**src/rtl/arb_pixel_fifo.sv**
```systemverilog
`default_nettype none
// ============================================================================
// Module   : arb_pixel_fifo
// Brief    : Tagged first-word-fall-through FIFO between the two-slave arbiter
//            and the processing engine, with overflow/drop diagnostics.
// Revision : 1.0 - initial release
// ============================================================================
module arb_pixel_fifo #(
    parameter int DW       = 32,
    parameter int DEPTH    = 16,
    parameter int AF_LEVEL = DEPTH - 2
) (
    input  logic                       clk,
    input  logic                       rst,
    input  logic                       flush,
    input  logic                       wr_valid,
    input  logic [DW-1:0]              wr_data,
    input  logic [1:0]                 wr_mode,
    input  logic                       wr_src,
    input  logic                       wr_proc_val,
    output logic                       fifo_full,
    output logic                       fifo_almost_full,
    output logic                       fifo_empty,
    output logic [$clog2(DEPTH):0]     fifo_count,
    output logic                       rd_valid,
    input  logic                       rd_ready,
    output logic [DW-1:0]              rd_data,
    output logic [1:0]                 rd_mode,
    output logic                       rd_src,
    output logic                       rd_proc_val,
    output logic                       ovf_err,
    output logic [7:0]                 drop_cnt
);

    localparam int AW = $clog2(DEPTH);
    localparam int CW = AW + 1;
    localparam int EW = DW + 4;

    localparam logic [CW-1:0] c_depth    = CW'(DEPTH);
    localparam logic [CW-1:0] c_af_level = CW'(AF_LEVEL);

    logic [EW-1:0]  r_mem [DEPTH];
    logic [AW-1:0]  r_wr_ptr;
    logic [AW-1:0]  r_rd_ptr;
    logic [CW-1:0]  r_count;
    logic           r_full;
    logic           r_almost_full;
    logic           r_empty;
    logic [EW-1:0]  r_head;
    logic           r_ovf_err;
    logic [7:0]     r_drop_cnt;

    logic           w_wr_req;
    logic           w_accept;
    logic           w_reject;
    logic           w_fire;
    logic [CW-1:0]  w_count_nxt;
    logic [CW-1:0]  w_remain;
    logic [AW-1:0]  w_rd_ptr_nxt;
    logic [EW-1:0]  w_wr_entry;
    logic [EW-1:0]  w_head_nxt;

    // Mode 00 is the arbiter's idle encoding and never enters the FIFO.
    assign w_wr_req   = wr_valid && (wr_mode != 2'b00) && !flush;
    assign w_accept   = w_wr_req && !r_full;
    assign w_reject   = w_wr_req && r_full;
    assign w_fire     = !r_empty && rd_ready && !flush;
    assign w_wr_entry = {wr_proc_val, wr_src, wr_mode, wr_data};

    always_comb begin
        w_count_nxt = r_count;
        if (flush) begin
            w_count_nxt = '0;
        end else if (w_accept && !w_fire) begin
            w_count_nxt = r_count + 1'b1;
        end else if (w_fire && !w_accept) begin
            w_count_nxt = r_count - 1'b1;
        end
    end

    // The head register is preloaded with whatever will sit at rd_ptr after
    // this edge; when the surviving occupancy is zero that is the incoming
    // word itself, because it lands exactly at the new read pointer.
    assign w_rd_ptr_nxt = r_rd_ptr + AW'(w_fire);
    assign w_remain     = r_count - CW'(w_fire);
    assign w_head_nxt   = (w_remain == '0) ? w_wr_entry : r_mem[w_rd_ptr_nxt];

    always_ff @(posedge clk) begin
        if (w_accept && !rst) begin
            r_mem[r_wr_ptr] <= w_wr_entry;
        end
    end

    always_ff @(posedge clk) begin
        if (rst) begin
            r_wr_ptr      <= '0;
            r_rd_ptr      <= '0;
            r_count       <= '0;
            r_full        <= 1'b0;
            r_almost_full <= 1'b0;
            r_empty       <= 1'b1;
            r_head        <= '0;
        end else begin
            r_count       <= w_count_nxt;
            r_full        <= (w_count_nxt == c_depth);
            r_almost_full <= (w_count_nxt >= c_af_level);
            r_empty       <= (w_count_nxt == '0);
            if (flush) begin
                r_wr_ptr <= '0;
                r_rd_ptr <= '0;
            end else begin
                if (w_accept) begin
                    r_wr_ptr <= r_wr_ptr + 1'b1;
                end
                r_rd_ptr <= w_rd_ptr_nxt;
                // With nothing left the head keeps its last presented value.
                if (w_count_nxt != '0) begin
                    r_head <= w_head_nxt;
                end
            end
        end
    end

    // Diagnostics survive flush; only reset clears them.
    always_ff @(posedge clk) begin
        if (rst) begin
            r_ovf_err  <= 1'b0;
            r_drop_cnt <= '0;
        end else if (w_reject) begin
            r_ovf_err <= 1'b1;
            if (r_drop_cnt != 8'hFF) begin
                r_drop_cnt <= r_drop_cnt + 1'b1;
            end
        end
    end

    assign fifo_full        = r_full;
    assign fifo_almost_full = r_almost_full;
    assign fifo_empty       = r_empty;
    assign fifo_count       = r_count;
    assign rd_valid         = !r_empty;
    assign rd_data          = r_head[DW-1:0];
    assign rd_mode          = r_head[DW+1:DW];
    assign rd_src           = r_head[DW+2];
    assign rd_proc_val      = r_head[DW+3];
    assign ovf_err          = r_ovf_err;
    assign drop_cnt         = r_drop_cnt;

endmodule
`default_nettype wire

```
**config.mk**
```make
export PLATFORM = sky130hd
export DESIGN_NAME = arb_pixel_fifo
export DESIGN_NICKNAME = d
export VERILOG_FILES = /design/src/rtl/arb_pixel_fifo.sv
export SDC_FILE = /design/constraint.sdc
export NUM_CORES = 1
export LEC_CHECK = 0
export BUFFER_PORTS_ARGS = -buffer_cell sky130_fd_sc_hd__buf_2
export CAP_MARGIN = 20
export CELL_PAD_IN_SITES_DETAIL_PLACEMENT = 0
export CELL_PAD_IN_SITES_GLOBAL_PLACEMENT = 1
export CORE_ASPECT_RATIO = 1.25
export CORE_MARGIN = 2
export CORE_UTILIZATION = 40
export DETAILED_ROUTE_END_ITERATION = 10
export PLACE_DENSITY_LB_ADDON = 0.3
export RECOVER_POWER = 25
export SLEW_MARGIN = 20
export SYNTH_ARGS = -nofsm -noshare
export SYNTH_HDL_FRONTEND = slang
export SYNTH_SLANG_ARGS = --single-unit
```
**constraint.sdc**
```tcl
create_clock -name clk -period 5.15 [get_ports clk]
set_input_delay 1.03 -clock clk [delete_from_list [all_inputs] [get_ports clk]]
set_output_delay 1.03 -clock clk [all_outputs]
set_load 0.01 [all_outputs]
```
=== Word-level counts from Yosys, hierarchy flattened ===
Memories as Yosys holds them, arrays and structs flattened.
Index checks and enable logic that the tools add are counted.

* Register bits: 61
* Memory bits (writable): 576
* Input bits: 41
* Output and inout port bits: 54
* Memories kept: 1

* $add $sub $neg: 6
* $lt $le $gt $ge: 1
* Equality and inequality tests: 2
* Muxes and demuxes: 6
* Bitwise operators: 1
* Reduce and logical (&&, ||, !) cells: 22

{| class="wikitable"
|+ Memory list
! name !! words !! bits a word !! read ports !! clocked after memory_dff !! wr ports !! line !! RTL
|-
| r_mem || 16 || 36 || 1 || 0 || 1 || 42 || <nowiki>logic [EW-1:0] r_mem [DEPTH];</nowiki>
|}

{| class="wikitable"
|+ Operators by type and width
! cell !! count
|-
| 36-bit 2-to-1 mux || 1
|-
| 5-bit 2-to-1 mux || 3
|-
| 5-bit zero test || 2
|-
| 1-bit logical AND || 9
|-
| 8-bit by 1-bit adder with 8-bit output, second input constant || 1
|-
| 8-bit inequality test, second input constant || 1
|-
| 1-bit zero test || 6
|-
| 5-bit by 1-bit adder with 5-bit output, second input constant || 1
|-
| 5-bit equality test, second input constant || 1
|-
| 5-bit by 4-bit >= comparator with 1-bit output, second input constant || 1
|-
| 5-bit nonzero test || 1
|-
| 5-bit by 1-bit subtractor with 5-bit output || 1
|-
| 5-bit by 1-bit subtractor with 5-bit output, second input constant || 1
|-
| 4-bit by 1-bit adder with 4-bit output || 1
|-
| 4-bit by 1-bit adder with 4-bit output, second input constant || 1
|-
| 2-bit AND reduction || 2
|-
| 1-bit 2-to-1 mux || 2
|-
| 2-bit nonzero test || 1
|-
| 2-bit OR reduction || 1
|-
| 1-bit inverter || 1
|}

=== Logic depth before layout (Yosys ltp) ===
Gate-level depths: netlist of the first run.

* Depth in word-level cells: 11
* Mapped depth: 11

=== Worst setup path before layout of the first run ===
Ideal clock, no wire load.

* Kind: input port to flip-flop
* Start: input port flush
* End: memory r_mem[0][0] in the netlist's numbering (enable)
* Library setup time: 474 ps
* Arrival: 4345 ps
* Data required time: 4676 ps
* Slack: 331 ps
* Stages on the path: 4
* Cells stage by stage: clkbuf_1 -> nor4_1 -> nand2_1 -> nor3_1

* Word-level cells in the longest chain between the ends: 6

{| class="wikitable"
|+ Ends and longest elaborated chain
! what !! line !! RTL
|-
| start, declared || 15 || <nowiki>input logic flush,</nowiki>
|-
| 1-bit zero test || 64 || <nowiki>assign w_wr_req = wr_valid && (wr_mode != 2'b00) && !flush;</nowiki>
|-
| 1-bit logical AND || 64 ||
|-
| 1-bit logical AND || 65 || <nowiki>assign w_accept = w_wr_req && !r_full;</nowiki>
|-
| 1-bit logical AND || 89 || <nowiki>if (w_accept && !rst) begin</nowiki>
|-
| 1-bit 2-to-1 mux || 89 ||
|-
| 1-bit 2-to-1 mux (not written as such) || 90 || <nowiki>r_mem[r_wr_ptr] <= w_wr_entry;</nowiki>
|-
| end, declared || 42 ||
|}

No other way between the ends.

=== Final worst setup path of the first run ===
* Start: input port flush
* End: register r_head[24]

* Word-level cells in the longest chain between the ends: 10

{| class="wikitable"
|+ Ends and longest elaborated chain
! what !! line !! RTL
|-
| parallel branches: the longest is 10 deep, another holds memory read 16 x 36 bit || - ||
|-
| end signal, assigned || 118 || <nowiki>r_head <= w_head_nxt;</nowiki>
|-
| end, declared || 49 || <nowiki>logic [EW-1:0] r_head;</nowiki>
|}

Several ways; the timed one is not identified.
A chain may end at the register's enable or synchronous reset.

==> qor.txt, run 1 <==
Setup TNS - 0 ns
Yosys top cell area share - 69.1%
Layout cells sized above 1 - 29.0%
Top FF cell, synth - edfxtp_1
Cell Chain, Critical Path - buf_2 -> nor3b_2 -> ha_1 -> xor2_1 -> or4_2 -> buf_4 -> nand3_2 -> buf_4 -> o21ai_1 -> mux2i_1
Hold Buf Count CTS - 0
CP dominant cell by count - buf_4
Clock Pin Slew Worst Setup and Hold Paths - 0.06 ns
Worst slew pin tran - 0.862 ns
Synth top area cells - edfxtp_1 69%, mux4_2 13%, dfxtp_1 4.9%
Status - complete, no violations
CTS resizes - 0
PortBufs - 94
Via density - 5.39
Remaining DRCs - 0
CP max stage cell - nand3_2
Area grow syn2layout - 14.8%
Die X-Extent - 228 um
Asr flop ratio synth - 0%
Clock sinks - 637
Slew Limit Fails - 0
First-pass GRT wire length - 83,200 um
Initial antenna violation count - 1
Highest fanout seen on the critical path - 37
Critical Path Max Stage Delay - 0.56 ns
Fill count - 5,146
Pin count of the biggest net entering global routing - 61
Min cycle time layout - 3.65 ns
Clk Latency, worst-skew pair - 0.63 ns
RePlAce Congestion - 0.761
Power Dens Cells - 363 mW/mm2
Clk buf depth - 3
Via count of the first global-routing pass - 12,842
Routed WL - 55,500 um
Clock Skew - 0.0176 ns
DP Area - 0.0268 mm2
Syn Nets - 1,295
Hold Vio Cnt, Final - 0
DR iter-0 viols - 1,111
CTS tree - done
RSZ-0062 raised after global routing - false
Setup violations, final - 0
Final net count - 1,428
Fin util - 46.4%
DR WL/cell - 24.6 um
Max-slew headroom - 42.5%
Worst setup EP type - register
Period utilization - 70.8%
Crit-path leading delay family - simple AND/OR/NAND/NOR gates
Gr usage total - 17.5%
FF+latch area - 0.0185 mm2
Vias - 12,192
Fmax - 274 MHz
Total power - 10.4 mW
Diodes inserted - 0
Die Span Y - 284 um
Initial core utilization - 40.4%
Leak - 8.76 nW
Setup bufs post-CTS - 0
YS warnings - 0
Post-synth top area cell - edfxtp_1
TritonCTS buffer count - 61
Synth Cell Area - 0.0250 mm2
Clock root cell - clkbuf_16
Fraction of the yosys area taken by sequential cells - 74.0%
Hold WS - 0.451 ns
Grt ovf - 0
Synthesized flop and latch total - 637
Row count - 102
CP required - 5.62 ns
Max VDD drop - 0.000274 V
Worst Path Buf+Inv - 3
Kind of critical path - input port to register
Detail Placement HPWL - 31,600 um
Mapped Avg Cell Area - 20.1 um2
Post-synth EDFFs - 576
DRT Pass-1 Iters - 5
Yosys cell types - 46
Max Cap Violations - 0
Syn Inst Count - 1,244
Core area - 0.0619 mm2
Max H-tree Level - 2
Io pins - 95
Die ar. - 0.0646 mm2
Crit path DAT - 4.12 ns
CP Launch Type - input port
DRT antenna net count - 0
Cell area after layout - 0.0287 mm2
HP Class - register to register
Area of the multi-input gates - 0.00629 mm2
==> Yosys cell counts, types with 2 or more instances <==
library cell  instances
nand2_1              13
xor2_1               12
a2111oi_2            30
buf_2                21
nand2b_1             40
inv_1                10
nor2_1               70
mux2i_1              77
nand4_1               5
mux4_2              144
o21ai_1              31
nor3_1               42
nor4_1                2
or2_2                 2
buf_4                 6
ha_1                 10
nand3_1               5
o21ai_0               6
buf_1                 3
nor2b_1               4
dfxtp_1              61
buf_6                 7
a2111oi_0             6
xnor2_1               6
edfxtp_1            576
and3_1                3
clkbuf_1             32
a21oi_1               2
==> placed cells by master (no fill, tap or decap), types with 13 or more instances in the layout <==
cell type,count
a2111oi_2,30
buf_2,70
buf_4,36
clkbuf_1,37
clkbuf_16,61
clkinv_2,13
dfxtp_1,61
edfxtp_1,576
mux2i_1,77
mux4_2,144
nand2_1,13
nand2b_1,40
nor2_1,58
nor3_1,38
o21ai_1,31
==> tightest hold or removal path, stage by stage (launching register included) <==
cell     delay (ns)
dfxtp_1        0.31
inv_1          0.05
a21oi_1        0.05
==> cell type report <==
type,count,area share (%)
Sequential cell,637,64.5
Clock buffer,79,5.69
Timing Repair Buffer,140,3.23
Multi-Input combinational cell,527,21.9
Inverter,10,0.131
Clock inverter,35,0.963
Tap cell,832,3.62
==> worst paths after layout <==
path                   start          to  slack (ns)  cells after the start
setup / recovery       flush  r_head[24]        1.50                     10
hold / removal       ovf_err     ovf_err        0.45                      2
setup reg to reg  fifo_empty  r_head[24]        1.80                      9
hold reg to reg      ovf_err     ovf_err        0.45                      2
==> power by group <==
group / internal, mW / leakage [nW] / switching [mW] / total (mW)
combinational: 0.153 / 2.15 / 0.259 / 0.412
sequential: 5.66 / 5.68 / 0.0264 / 5.69
clock: 2.43 / 0.937 / 1.90 / 4.32
total: 8.24 / 8.76 / 2.18 / 10.4
==> cells by family (layout without fill, tap and decap cells) <==
group | after synthesis | in the layout | share of synthesized area (%)
AOI/OAI and AO/OA | 84 | 84 | 3.19
and+or+nand+nor | 192 | 192 | 3.85
muxes | 222 | 222 | 16.1
adders and majority gates | 10 | 10 | 0.500
xor gates and xnor gates | 19 | 19 | 0.740
DFF | 637 | 637 | 74.0
buffers and inverters | 80 | 264 | 1.62
==> registers in the layout (all words and copies together), names as in the netlist <==
| name | count |
|---|---|
| r_mem | 576 |
| r_head | 36 |
| drop_cnt | 8 |
| fifo_count | 5 |
| r_rd_ptr | 4 |
| r_wr_ptr | 4 |
| fifo_almost_full | 1 |
| fifo_empty | 1 |
| fifo_full | 1 |
| ovf_err | 1 |
==> routing by layer <==
| metal | global-route usage [%] | vias to the layer above | wire (um) |
|---|---|---|---|
| li1 | - | 5337 | - |
| met1 | 23.8 | 6474 | 23300 |
| met2 | 29.5 | 291 | 28200 |
| met3 | 2.70 | 88 | 2730 |
| met4 | 4.51 | 2 | 1210 |
| met5 | 0 | - | 11 |
==> per-stage QoR <==
stage | setup WS (ns) | instances
finish | 1.50 | 2260
global placement | 0.951 | 2146
detailed placement | 0.867 | 2146
CTS | 1.52 | 2260
floorplan | 0.331 | 1244
global route | 1.31 | 2260
No activity file was read; power rests on OpenSTA's default activity.
==> inputs of run 2 (changes only) <==
Clock period 5.15 ns to 3.3 ns, I/O delays scaled along.
==> qor.txt, run 2 (synthesis gave the netlist of run 1 again) <==
Status - complete, no violations
Highest fanout seen on the critical path - 10 (-73%)
Clock Pin Slew Worst Setup and Hold Paths - 0.07 ns (about the same)
Die X-Extent - 228 um (unchanged)
P_int - 13.2 mW (+61%)
Crit path DAT - 3.56 ns (-0.56 ns)
Clock share of power - 42.6% (+1.1 points)
Max H-tree Level - 2 (unchanged)
HP Class - input port to register
Setup violations, final - 0 (unchanged)
Total power - 16.7 mW (+60%)
CP required - 3.86 ns (-1.76 ns)
Die ar. - 0.0646 mm2 (unchanged)
Fin util - 47.6% (+1.2 points)
Commonest non-fill, non-tap cells in the layout - 576 x edfxtp_1, 144 x mux4_2, 77 x mux2i_1
Sw frac - 20.5% (-0.42 points)
Fmax - 332 MHz
Clock sinks - 637 (unchanged)
Period utilization - 91.2%
TritonCTS buffer count - 59 (-3.3%)
Core area - 0.0619 mm2 (unchanged)
PortBufs - 94 (unchanged)
Clock root cell - clkbuf_16
Clk buf depth - 3 (unchanged)
Layout cells sized above 1 - 30.8% (+1.8 points)
Via density - 5.50 (+1.9%)
Detail Placement HPWL - 32,100 um (+1.6%)
Hold WS - 0.437 ns (-0.0141 ns)
DR iter-0 viols - 976 (-12%)
Initial antenna violation count - 4 (+3)
Worst slew pin tran - 0.721 ns (-0.142 ns)
Hold Vio Cnt, Final - 0 (unchanged)
DR WL/cell - 25.5 um (+3.9%)
Cell area after layout - 0.0294 mm2 (+2.5%)
Commonest non-fill, non-tap cell in the layout - edfxtp_1
DP Area - 0.0274 mm2 (+2.2%)
Clk Latency, worst-skew pair - 0.62 ns (about the same)
Clock Skew - 0.0182 ns (+0.000672 ns)
Max-slew headroom - 52.0% (+9.5 points)
Io pins - 95 (unchanged)
Max Cap Violations - 0 (unchanged)
Final net count - 1,458 (+2.1%)
CTS resizes - 0 (unchanged)
Max VDD drop - 0.000398 V (+45%)
Kind of critical path - register to register
Routed WL - 58,500 um (+5.4%)
CTS tree - done
Pin count of the biggest net entering global routing - 48 (-21%)
CP Launch Type - register
Row count - 102 (unchanged)
Worst setup EP type - register
NetSw - 3.42 mW (+57%)
Largest Register - r_mem
RSZ-0062 raised after global routing - false
Vias - 12,607 (+3.4%)
Grt ovf - 0 (unchanged)
Hold Buf Count CTS - 0 (unchanged)
Area grow syn2layout - 17.7%
Power Dens Cells - 566 mW/mm2 (+56%)
First-pass GRT wire length - 86,500 um (+3.9%)
DRT Pass-1 Iters - 5 (unchanged)
Initial core utilization - 40.4% (unchanged)
Remaining DRCs - 0 (unchanged)
Leak - 9.04 nW (+3.3%)
Die Span Y - 284 um (unchanged)
RePlAce Congestion - 0.739 (-2.8%)
Max reg flops - 576 (unchanged)
Gr usage total - 18.4% (+0.86 points)
Slew Limit Fails - 0 (unchanged)
Min cycle time layout - 3.01 ns
Via count of the first global-routing pass - 13,180 (+2.6%)
Reg power frac - 53.3% (-1.3 points)
Comb power frac - 4.1% (about the same)
DRT antenna net count - 0 (unchanged)
Setup bufs post-CTS - 0 (unchanged)
## run 2: power groups by stage
stage	Combinational, mW	Sequential (mW)	Clock (mW)
finish	0.687	8.88	7.10
floorplan	0.372	9.06	0
detailed placement	0.701	9.05	0
global placement	0.674	9.05	0
global route	0.746	8.88	7.53
CTS	0.702	8.87	7.26
## run 2: worst max-delay path, stage by stage (launching register included)
cell,delay (ns)
dfxtp_1,0.35
nor3b_2,0.28
buf_4,0.18
ha_4,0.14
nand3_1,0.27
xnor2_4,0.29
buf_4,0.30
mux2i_1,0.11
a2111oi_0,0.64
o21ai_0,0.20
mux2i_1,0.16
## run 2: path summary, 6_finish.rpt
kind              cells past startpoint      endpoint  slack, ns   startpoint
setup / recovery                     10     r_head[1]       0.29   fifo_empty
hold / removal                        1  r_mem[8][19]       0.44  wr_data[19]
setup reg to reg                     10     r_head[1]       0.29   fifo_empty
hold reg to reg                       2       ovf_err       0.44      ovf_err
## run 2: per-stage QoR
step	instances	setup slack [ns]	setup TNS (ns)
2_1_floorplan	1244	-0.189	-85.33
3_5_place_dp	2178	-0.172	-0.456
5_1_grt	2291	0.0228	0
3_3_place_gp	2177	-0.163	-2.02
6_report	2293	0.292	0
4_1_cts	2290	0.252	0
## run 2: layout make-up
class | instances | area [um2]
fill | 5104 | 32500
sequential | 637 | 18500
multi-input combinational | 527 | 6310
clock buffer | 74 | 1600
timing repair buffer | 172 | 1500
tap | 832 | 1040
clock inverter | 38 | 423
inverter | 10 | 37.5
antenna | 3 | 7.51
## run 2: per-layer routing
layer / wire length (um) / vias up / track usage, % / share of wire, %
met3: 3160 / 84 / 3.02 / 5.4
met5: 11 / - / 0 / 0.019
met1: 25100 / 6759 / 25.2 / 43
met4: 1140 / 2 / 4.90 / 2.0
li1: - / 5426 / - / -
met2: 29100 / 336 / 30.4 / 50
==> inputs of run 3 (changes only) <==
Settings changed: ABC_AREA set to 1.
==> qor.txt, run 3 <==
Worst Hold Depth - 1 (unchanged)
Hold Buf Count CTS - 0 (unchanged)
Setup violations, final - 0 (unchanged)
Clock Skew - 0.0169 ns (-0.00131 ns)
Hold Vio Cnt, Final - 0 (unchanged)
Via count of the first global-routing pass - 17,274 (+31%)
Worst flop-to-flop path endpoint - r_head[4]
Die X-Extent - 232 um (+1.9%)
Period utilization - 79.8% (-11 points)
Max Cap Violations - 0 (unchanged)
Compound-Gate Fraction of Synth Area - 10.8% (+7.6 points)
Layout cells sized above 1 - 11.6% (-19 points)
Leak - 10.5 nW (+16%)
Top FF cell, synth - edfxtp_1
TritonCTS buffer count - 67 (+14%)
Commonest non-fill, non-tap cell in the layout - edfxtp_1
Synth top area cells - edfxtp_1 67%, nor2_1 7.2%, o21ai_0 4.9%
Clock root cell - clkbuf_16
Fin cells - 3,229 (+41%)
Gr usage total - 21.5% (+3.1 points)
Initial core utilization - 40.4% (about the same)
Grt ovf - 0 (unchanged)
Post-Synth XOR/XNOR Area - 0.294% (-0.45 points)
CTS resizes - 0 (unchanged)
Diodes inserted - 0 (-3)
Area grow syn2layout - 16.1%
Core area - 0.0643 mm2 (+3.9%)
Mapped Avg Cell Area - 11.6 um2 (-42%)
Asr flop ratio synth - 0% (unchanged)
Max-slew headroom - 52.8% (+0.83 points)
Clk buf depth - 3 (unchanged)
First-pass GRT wire length - 107,000 um (+24%)
PortBufs - 94 (unchanged)
Row count - 104 (+2.0%)
Routed WL - 71,800 um (+23%)
Clock Pin Slew Worst Setup and Hold Paths - 0.06 ns (about the same)
Top cells by count, synth - 576 x edfxtp_1, 500 x nor2_1, 253 x o21ai_0
Setup bufs post-CTS - 0 (unchanged)
# placed instances - 3,110 (+43%)
Max VDD drop - 0.000337 V (-15%)
Cell Chain, Critical Path - nor2_1 -> nand2_2 -> inv_2 -> ha_4 -> ha_4 -> buf_12 -> o21ai_0 -> o211ai_1 -> nand3_1 -> nand2_1 -> nand2_1 -> nand2_1 -> a21oi_1 -> nor2_1
Synthesized flop and latch total - 637 (unchanged)
DRT antenna net count - 0 (unchanged)
CP required - 3.84 ns (-0.02 ns)
Max reg flops - 576 (unchanged)
Vias - 17,580 (+39%)
RSZ-0062 raised after global routing - false
Slew Limit Fails - 0 (unchanged)
Crit-path leading delay family - simple AND/OR/NAND/NOR gates
Worst setup EP type - register
Worst slew pin tran - 0.708 ns (-0.0125 ns)
Fraction of the yosys area taken by sequential cells - 71.3% (-2.7 points)
R2R Setup Slk - 0.67 ns (+0.38 ns)
Post-synth top area cell - edfxtp_1
Worst Path Buf+Inv - 2 (unchanged)
Die ar. - 0.0670 mm2 (+3.8%)
Commonest non-fill, non-tap cells in the layout - 576 x edfxtp_1, 492 x nor2_1, 253 x o21ai_0
Highest fanout seen on the critical path - 105 (+95)
Largest Register - r_mem
Crit path DAT - 3.17 ns (-0.39 ns)
Final net count - 2,382 (+63%)
Yosys top cell area share - 66.6% (-2.5 points)
Initial antenna violation count - 4 (unchanged)
DR iter-0 viols - 1,508 (+55%)
Adder-cell share of the synthesized area - 0.482% (-0.018 points)
Combinational family with the most area after synthesis - simple AND/OR/NAND/NOR gates
Syn Inst Count - 2,230 (+79%)
Fin util - 46.9% (-0.64 points)
CTS tree - done
Pin count of the biggest net entering global routing - 106 (+120%)
CP dominant cell by count - nand2_1
Min cycle time layout - 2.63 ns (-0.376 ns)
Yosys cell types - 30 (-35%)
Die Span Y - 289 um (+1.9%)
Critical Path Max Stage Delay - 0.39 ns (-0.25 ns)
DR WL/cell - 22.2 um (-13%)
Detail Placement HPWL - 39,600 um (+23%)
DRT Pass-1 Iters - 5 (unchanged)
Kind of critical path - register to register
Hold WS - 0.453 ns (+0.0156 ns)
Hold Path Origin - wr_data[29]
Clock sinks - 637 (unchanged)
Worst Hold End - r_mem[3][29]
Io pins - 95 (unchanged)
CP max stage cell - buf_12
FF-to-FF path depth - 14 (+4)
Synth Cell Area - 0.0260 mm2 (+3.8%)
Power Dens Cells - 575 mW/mm2 (+1.6%)
Simple-gate area share of the yosys netlist - 13.5% (+9.7 points)
YS warnings - 0 (unchanged)
Status - complete, no violations
RR Startpoint - fifo_empty
Via density - 5.44 (-0.98%)
Mux contribution to synthesized area - 0% (-16 points)
Remaining DRCs - 0 (unchanged)
Syn Nets - 2,281 (+76%)
CP Launch Type - register
Max H-tree Level - 3 (+1)
RePlAce Congestion - 0.796 (+7.7%)
Setup TNS - 0 ns (unchanged)
Clk Latency, worst-skew pair - 0.59 ns (-0.03 ns)
Count leader, synth - edfxtp_1
HP Class - input port to register
Crit path from - fifo_empty
Fmax - 380 MHz (+14%)
Post-synth EDFFs - 576 (unchanged)
[run 3: changes by cell type after synthesis, moves of 43 or more]
cell | before | now
clkbuf_1 | 32 | 78
nand3_1 | 5 | 128
nand2_1 | 13 | 213
o211ai_1 | 0 | 144
mux2i_1 | 77 | 0
a21oi_1 | 2 | 45
nor2_1 | 70 | 500
mux4_2 | 144 | 0
o21ai_0 | 6 | 253
inv_1 | 10 | 63
[run 3: power by group]
group	total (mW)	switching [mW]	internal, mW
logic	1.16	0.791	0.367
clock network	7.18	3.01	4.17
registers	9.00	0.110	8.89
total	17.3	3.91	13.4
[run 3: per-stage QoR]
stage               worst slack, ns  cell area (um2)  power, mW
floorplan                    -0.890            26000       9.77
global placement              0.299            28100       10.3
detailed placement            0.269            28100       10.3
CTS                           0.684            30200       17.5
global route                  0.436            30200       17.9
finish                        0.667            30200       17.3
[run 3: cell type report]
type | instances | area (um2)
fill | 5775 | 34100
tap | 848 | 1060
inverter | 74 | 285
sequential | 637 | 18500
clock buffer | 97 | 1910
timing repair buffer | 175 | 1520
clock inverter | 22 | 156
multi-input combinational | 1376 | 6700
[run 3: kinds of logic (layout without fill, tap and decap cells)]
kind of cell               after synthesis  count (layout)
adders and majority gates               10              10
buffers and inverters                  217             368
and+or+nand+nor                        871             871
AOI/OAI and AO/OA                      488             488
DFF                                    637             637
xor gates and xnor gates                 7               7
[run 3: how the worst max path moves through the flow]
stage | cells past startpoint | to | slack [ns]
5_1_grt | 15 | r_head[22] | 0.44
3_5_place_dp | 16 | r_head[2] | 0.27
3_3_place_gp | 16 | r_head[32] | 0.30
2_1_floorplan | 7 | r_mem[3][0] | -0.89
4_1_cts | 15 | r_head[33] | 0.68
6_report | 14 | r_head[4] | 0.67
[run 3: per-layer routing]
layer	vias to the layer above	track usage, %	wire length, um
li1	8140	-	-
met1	8880	27.5	30200
met3	116	2.76	3050
met4	6	8.01	2220
met5	-	0	39
met2	438	37.3	36300
